--- src/rtl/fetch_unit.sv ---
// RV32I instruction fetch: owns the fetch PC, issues in-order word requests and buffers {pc, inst} pairs for decode.
// Define FETCH_BYPASS_EN to forward a response straight to decode when the prefetch FIFO is empty.
module fetch_unit #(
    parameter logic [31:0] RESET_PC = 32'h0000_0000,
    parameter int          DEPTH    = 2
) (
    input  logic        clk,
    input  logic        rst_n,
    output logic        imem_req_valid,
    input  logic        imem_req_ready,
    output logic [31:0] imem_req_addr,
    input  logic        imem_rsp_valid,
    input  logic [31:0] imem_rsp_data,
    input  logic        redirect_valid,
    input  logic [31:0] redirect_pc,
    output logic        if_valid,
    input  logic        if_ready,
    output logic [31:0] if_inst,
    output logic [31:0] if_pc
);

    localparam int CNT_W  = $clog2(DEPTH + 1);
    localparam int PTR_W  = $clog2(DEPTH);
    // Stale responses can pile up across back-to-back redirects, so drop gets headroom.
    localparam int DROP_W = CNT_W + 4;
    localparam logic [CNT_W:0] DEPTH_C = (CNT_W + 1)'(DEPTH);

    logic [31:0]       fetch_pc_q, fetch_pc_d;
    logic [31:0]       fifo_pc_q   [DEPTH];
    logic [31:0]       fifo_inst_q [DEPTH];
    logic [31:0]       tag_pc_q    [DEPTH];
    logic [PTR_W-1:0]  rd_ptr_q, rd_ptr_d, wr_ptr_q, wr_ptr_d;
    logic [PTR_W-1:0]  tag_rd_q, tag_rd_d, tag_wr_q, tag_wr_d;
    logic [CNT_W-1:0]  count_q, count_d, outstanding_q, outstanding_d;
    logic [DROP_W-1:0] drop_q, drop_d;

    logic credit_ok, req_fire, rsp_live, rsp_stale, fifo_empty;
    logic push, pop, byp_valid;

    // Credits use only registered counts, keeping if_ready out of the request path.
    assign credit_ok      = ({1'b0, count_q} + {1'b0, outstanding_q}) < DEPTH_C;
    assign imem_req_valid = rst_n && !redirect_valid && credit_ok;
    assign imem_req_addr  = fetch_pc_q;
    assign req_fire       = imem_req_valid && imem_req_ready;
    assign rsp_live       = imem_rsp_valid && (drop_q == '0);
    assign rsp_stale      = imem_rsp_valid && (drop_q != '0);
    assign fifo_empty     = (count_q == '0);
    assign pop            = !redirect_valid && !fifo_empty && if_ready;

`ifdef FETCH_BYPASS_EN
    assign byp_valid = rst_n && fifo_empty && rsp_live && !redirect_valid;
`else
    assign byp_valid = 1'b0;
`endif

    assign push = rsp_live && !redirect_valid && !(byp_valid && if_ready);

    always_comb begin
        if_valid = 1'b0;
        if_pc    = '0;
        if_inst  = '0;
        if (rst_n && !fifo_empty) begin
            if_valid = 1'b1;
            if_pc    = fifo_pc_q[rd_ptr_q];
            if_inst  = fifo_inst_q[rd_ptr_q];
        end else if (byp_valid) begin
            if_valid = 1'b1;
            if_pc    = tag_pc_q[tag_rd_q];
            if_inst  = imem_rsp_data;
        end
    end

    always_comb begin
        // NOTE: every next-state signal takes its hold value first so no path infers a latch.
        fetch_pc_d    = fetch_pc_q;
        rd_ptr_d      = rd_ptr_q;
        wr_ptr_d      = wr_ptr_q;
        tag_rd_d      = tag_rd_q;
        tag_wr_d      = tag_wr_q;
        count_d       = count_q;
        outstanding_d = outstanding_q;
        drop_d        = drop_q;
        if (redirect_valid) begin
            // Every live request in flight becomes stale; a response this cycle retires one of them.
            fetch_pc_d    = {redirect_pc[31:2], 2'b00};
            rd_ptr_d      = '0;
            wr_ptr_d      = '0;
            tag_rd_d      = '0;
            tag_wr_d      = '0;
            count_d       = '0;
            outstanding_d = '0;
            drop_d        = drop_q + DROP_W'(outstanding_q) - DROP_W'(imem_rsp_valid);
        end else begin
            if (req_fire) begin
                fetch_pc_d = fetch_pc_q + 32'd4;
                tag_wr_d   = tag_wr_q + PTR_W'(1);
            end
            if (rsp_live)  tag_rd_d = tag_rd_q + PTR_W'(1);
            if (rsp_stale) drop_d   = drop_q - DROP_W'(1);
            if (push)      wr_ptr_d = wr_ptr_q + PTR_W'(1);
            if (pop)       rd_ptr_d = rd_ptr_q + PTR_W'(1);
            count_d       = count_q + CNT_W'(push) - CNT_W'(pop);
            outstanding_d = outstanding_q + CNT_W'(req_fire) - CNT_W'(rsp_live);
        end
    end

    // NOTE: sequential state uses non-blocking assignments so all registers update together.
    always_ff @(posedge clk) begin
        if (!rst_n) begin
            fetch_pc_q    <= RESET_PC;
            rd_ptr_q      <= '0;
            wr_ptr_q      <= '0;
            tag_rd_q      <= '0;
            tag_wr_q      <= '0;
            count_q       <= '0;
            outstanding_q <= '0;
            drop_q        <= '0;
        end else begin
            fetch_pc_q    <= fetch_pc_d;
            rd_ptr_q      <= rd_ptr_d;
            wr_ptr_q      <= wr_ptr_d;
            tag_rd_q      <= tag_rd_d;
            tag_wr_q      <= tag_wr_d;
            count_q       <= count_d;
            outstanding_q <= outstanding_d;
            drop_q        <= drop_d;
        end
    end

    // NOTE: storage arrays are not reset; the counters alone decide which entries are meaningful.
    always_ff @(posedge clk) begin
        if (push) begin
            fifo_pc_q[wr_ptr_q]   <= tag_pc_q[tag_rd_q];
            fifo_inst_q[wr_ptr_q] <= imem_rsp_data;
        end
        if (req_fire) tag_pc_q[tag_wr_q] <= fetch_pc_q;
    end

endmodule
--- config.mk ---
export PLATFORM = sky130hd
export DESIGN_NAME = fetch_unit
export DESIGN_NICKNAME = d
export VERILOG_FILES = /design/src/rtl/fetch_unit.sv
export SDC_FILE = /design/constraint.sdc
export NUM_CORES = 1
export LEC_CHECK = 0
export CORE_MARGIN = 8
export CORE_UTILIZATION = 39
export CTS_CLUSTER_DIAMETER = 120
export DETAILED_ROUTE_END_ITERATION = 16
export RECOVER_POWER = 50
export SLEW_MARGIN = 20
export SYNTH_ARGS = -nofsm -noshare
export SYNTH_HDL_FRONTEND = slang
export SYNTH_SLANG_ARGS = --single-unit
--- constraint.sdc ---
create_clock -name clk -period 8.1 [get_ports clk]
set_input_delay 1.62 -clock clk [delete_from_list [all_inputs] [get_ports clk]]
set_output_delay 1.62 -clock clk [all_outputs]
set_load 0.1 [all_outputs]
==> flow_summary_export.csv <==
group,metric,value,unit
outcome,status,"complete, but fails checks",
detailed_routing,drc_errors,0,
global_route,grt_pass1_wl,36100,um
global_route,grtUsageTotal,14.8,%
sta,period_needed,6700,ps
die,die_x,175,um
placed_design,portBuffers,161,
sta,slew_violations,178,
power,p_sw,0.780,mW
detailed_routing,vias_per_cell,5.12,
detailed_routing,routed_wl,23100,um
power,p_sw_share,27.3,%
synth,ys_ff_latch,230,
die,core,25000,um2
layout,post-route-util,50.0,%
sta,slew_headroom,-151,%
sta,skew,24.4,ps
layout,nets,977,
synth,synth_seq_area_share,65.7,%
sta,final_hold_viol_count,0,
global_route,grt_pass1_vias,6343,
sta,rsz0062_at_grt,"false",
detailed_routing,num_vias,6333,
clocking,cts_made_buffers,24,
layout,layout-drive-gt1-share,7.72,%
clocking,cts.path.max_buffers,3,
detailed_routing,ant_nets,0,
global_route,globalRouteOverflowTotal,0,
synth,syn_inst,727,
layout,diodes,0,
clocking,ctsHoldBuffers,0,
power,intPower,2.08,mW
worst_setup_path,path_max_fanout,36,
clocking,clkTransAtPathRegs,60,ps
power,p_per_area,229,nW/um2
power,ir_worst_vdd,0.112,mV
die,die_h,175,um
sta,fin_setup_tns,0,ps
layout,fillers,2188,
synth,netlist_area,9800,um2
worst_setup_path,path_class,"in2out",
clocking,worstSkewPairLatency,510,ps
die,rows,58,
synth,synthDistinctLibCells,62,
worst_setup_path,cp_data_required_time,6480,ps
global_route,grt_max_degree,64,
worst_setup_path,max_stage_delay,1240,ps
worst_setup_path,slowest_stage,"clkbuf_1",
detailed_routing,post_drt_wl_per_cell,18.7,um
sta,tightestPinTransition,3760,ps
hold_path,hp-class,"reg2reg",
clocking,clock-sinks,230,
outcome,violations,"capacitance limit, slew limit",
power,p_leak,4.08,nW
clocking,htree_levels,1,
detailed_routing,firstDrtPassIters,4,
synth,async_flop_share,0,%
sta,period_share,82.7,%
sta,fmax,0.149,GHz
clocking,cts_setup_buffers,0,
die,initial_utilization,39.3,%
global_route,antenna_found_initial,1,
die,ios,168,
clocking,cts_tree,"built",
placed_design,dp_hpwl,15300,um
power,power_frac_comb,16.2,%
placed_design,gp_congestion,0.806,
power,p_clk_share,35.3,%
synth,syn_avg_cell_area,13.5,um2
die,die_area,30500,um2
worst_setup_path,crit_path_cell_trace,"dlygate4sd3_1 > clkbuf_1 > nand2b_1 > nor3_1 > clkdlybuf4s50_1",
detailed_routing,drt_iter0_markers,426,
sta,setup_viol_count_final,0,
layout,syn_to_final_growth,27.4,%
worst_setup_path,worst_ep_arrival_time,5080,ps
synth,yosysWarnings,0,
worst_setup_path,end_kind,"output pin",
power,p_seq_share,48.5,%
synth,synthFlopType,"edfxtp_1",
synth,synth_edf_count,184,
job,drv_cap,4,
worst_setup_path,worstSetupStartpointType,"input port",
clocking,post_cts_resized,0,
clocking,cts_root_buf,"clkbuf_16",
## cell type report
type	count	area (um2)	share of cell area, %
Tap cell	330	413	3.31
Inverter	23	86.3	0.691
Multi-Input combinational cell	438	3130	25.1
Timing Repair Buffer	172	1680	13.4
Clock buffer	25	604	4.84
Sequential cell	230	6450	51.6
Clock inverter	19	126	1.01
## synthesized netlist by cell type, types with 5 or more instances
library cell,instances,area (um2)
dfxtp_1,46,921
nand2_1,23,86.3
mux2i_1,64,641
xnor2_1,8,70.1
or3_1,6,37.5
o31ai_1,6,45.0
ha_1,16,200
edfxtp_1,184,5530
inv_1,23,86.3
clkbuf_1,30,113
and2_1,6,37.5
xor2_1,6,52.6
o21ai_0,17,85.1
nor4_1,11,68.8
a31oi_1,10,62.6
a21oi_1,12,60.1
or4_1,6,45.0
and3_1,5,31.3
mux2_2,33,372
and4_1,7,61.3
nor2_1,84,315
nor3_1,11,55.1
o31a_1,5,43.8
a311oi_1,6,52.6
nand4_1,18,113
nand3_1,22,110
## through the flow
stage               power, mW  setup WS, ps  instance area, um2  hold slack [ps]  cells
floorplan                1.74          1060                9820              472    730
global placement         1.87          2180               11800              491   1193
detailed placement       1.88          2190               11800              504   1193
CTS                      2.90          2180               12500              523   1237
global route             2.99          1240               12500              552   1237
finish                   2.86          1400               12500              517   1237
## layout by cell type, fill, tap and decap left out, types with 7 or more instances in the layout
| master | count |
|---|---|
| nor4_1 | 11 |
| nand4_1 | 18 |
| dfxtp_1 | 45 |
| nor2_1 | 84 |
| mux2_1 | 18 |
| a21oi_1 | 12 |
| nand2_1 | 23 |
| clkdlybuf4s50_1 | 127 |
| inv_1 | 23 |
| mux2_2 | 15 |
| clkinv_2 | 10 |
| mux2i_1 | 64 |
| a31oi_1 | 10 |
| and4_1 | 7 |
| dlygate4sd3_1 | 34 |
| nand3_1 | 22 |
| clkbuf_16 | 24 |
| edfxtp_1 | 184 |
| nor3_1 | 11 |
| buf_4 | 7 |
| ha_1 | 16 |
| o21ai_0 | 17 |
| xnor2_1 | 8 |
## critical path, delay by kind of cell
kind	cells	cell delay, ps
buf+inv	3	2760
simple gates	2	680
## path summary, 6_finish.rpt
check                            end  slack (ps)            from  depth (start not counted)
setup / recovery      imem_req_valid        1400  redirect_valid                          5
setup reg to reg  fifo_inst_q[0][31]        3550       drop_q[0]                          5
hold / removal              rd_ptr_q         520        rd_ptr_q                          2
hold reg to reg             rd_ptr_q         520        rd_ptr_q                          2
## routing by layer
metal | vias up | routed length [um] | track usage (%)
met5 | - | 9 | 0
met3 | 27 | 1390 | 3.25
met1 | 3050 | 10200 | 18.6
li1 | 3077 | - | -
met4 | 2 | 382 | 3.64
met2 | 177 | 11100 | 25.4
## power by group through the flow
| stage | combinational [mW] | clock, mW | sequential (mW) |
|---|---|---|---|
| 6_report | 0.463 | 1.01 | 1.39 |
| 5_1_grt | 0.508 | 1.08 | 1.40 |
| 4_1_cts | 0.473 | 1.04 | 1.38 |
| 3_5_place_dp | 0.470 | 0 | 1.41 |
| 3_3_place_gp | 0.466 | 0 | 1.41 |
| 2_1_floorplan | 0.273 | 0 | 1.47 |
## flip-flops by register name, summed over array words and instances (netlist names), 2 cells and up, named ones only
register       count
drop_q             6
fifo_inst_q       64
fifo_pc_q         60
imem_req_addr     30
tag_pc_q          60
outstanding_q      2
count_q            2
## cells by family after synthesis
family                   synth area share [%]
multiplexers                             10.3
XOR/XNOR                                 1.25
flip-flops                               65.7
AO/OA/AOI/OAI                            5.63
other                                  0.0382
adder cells (fa/ha/maj)                  2.45
AND/OR/NAND/NOR                          12.0
buffers and inverters                    2.54
Note: power is estimated with default switching activity, not from simulation.
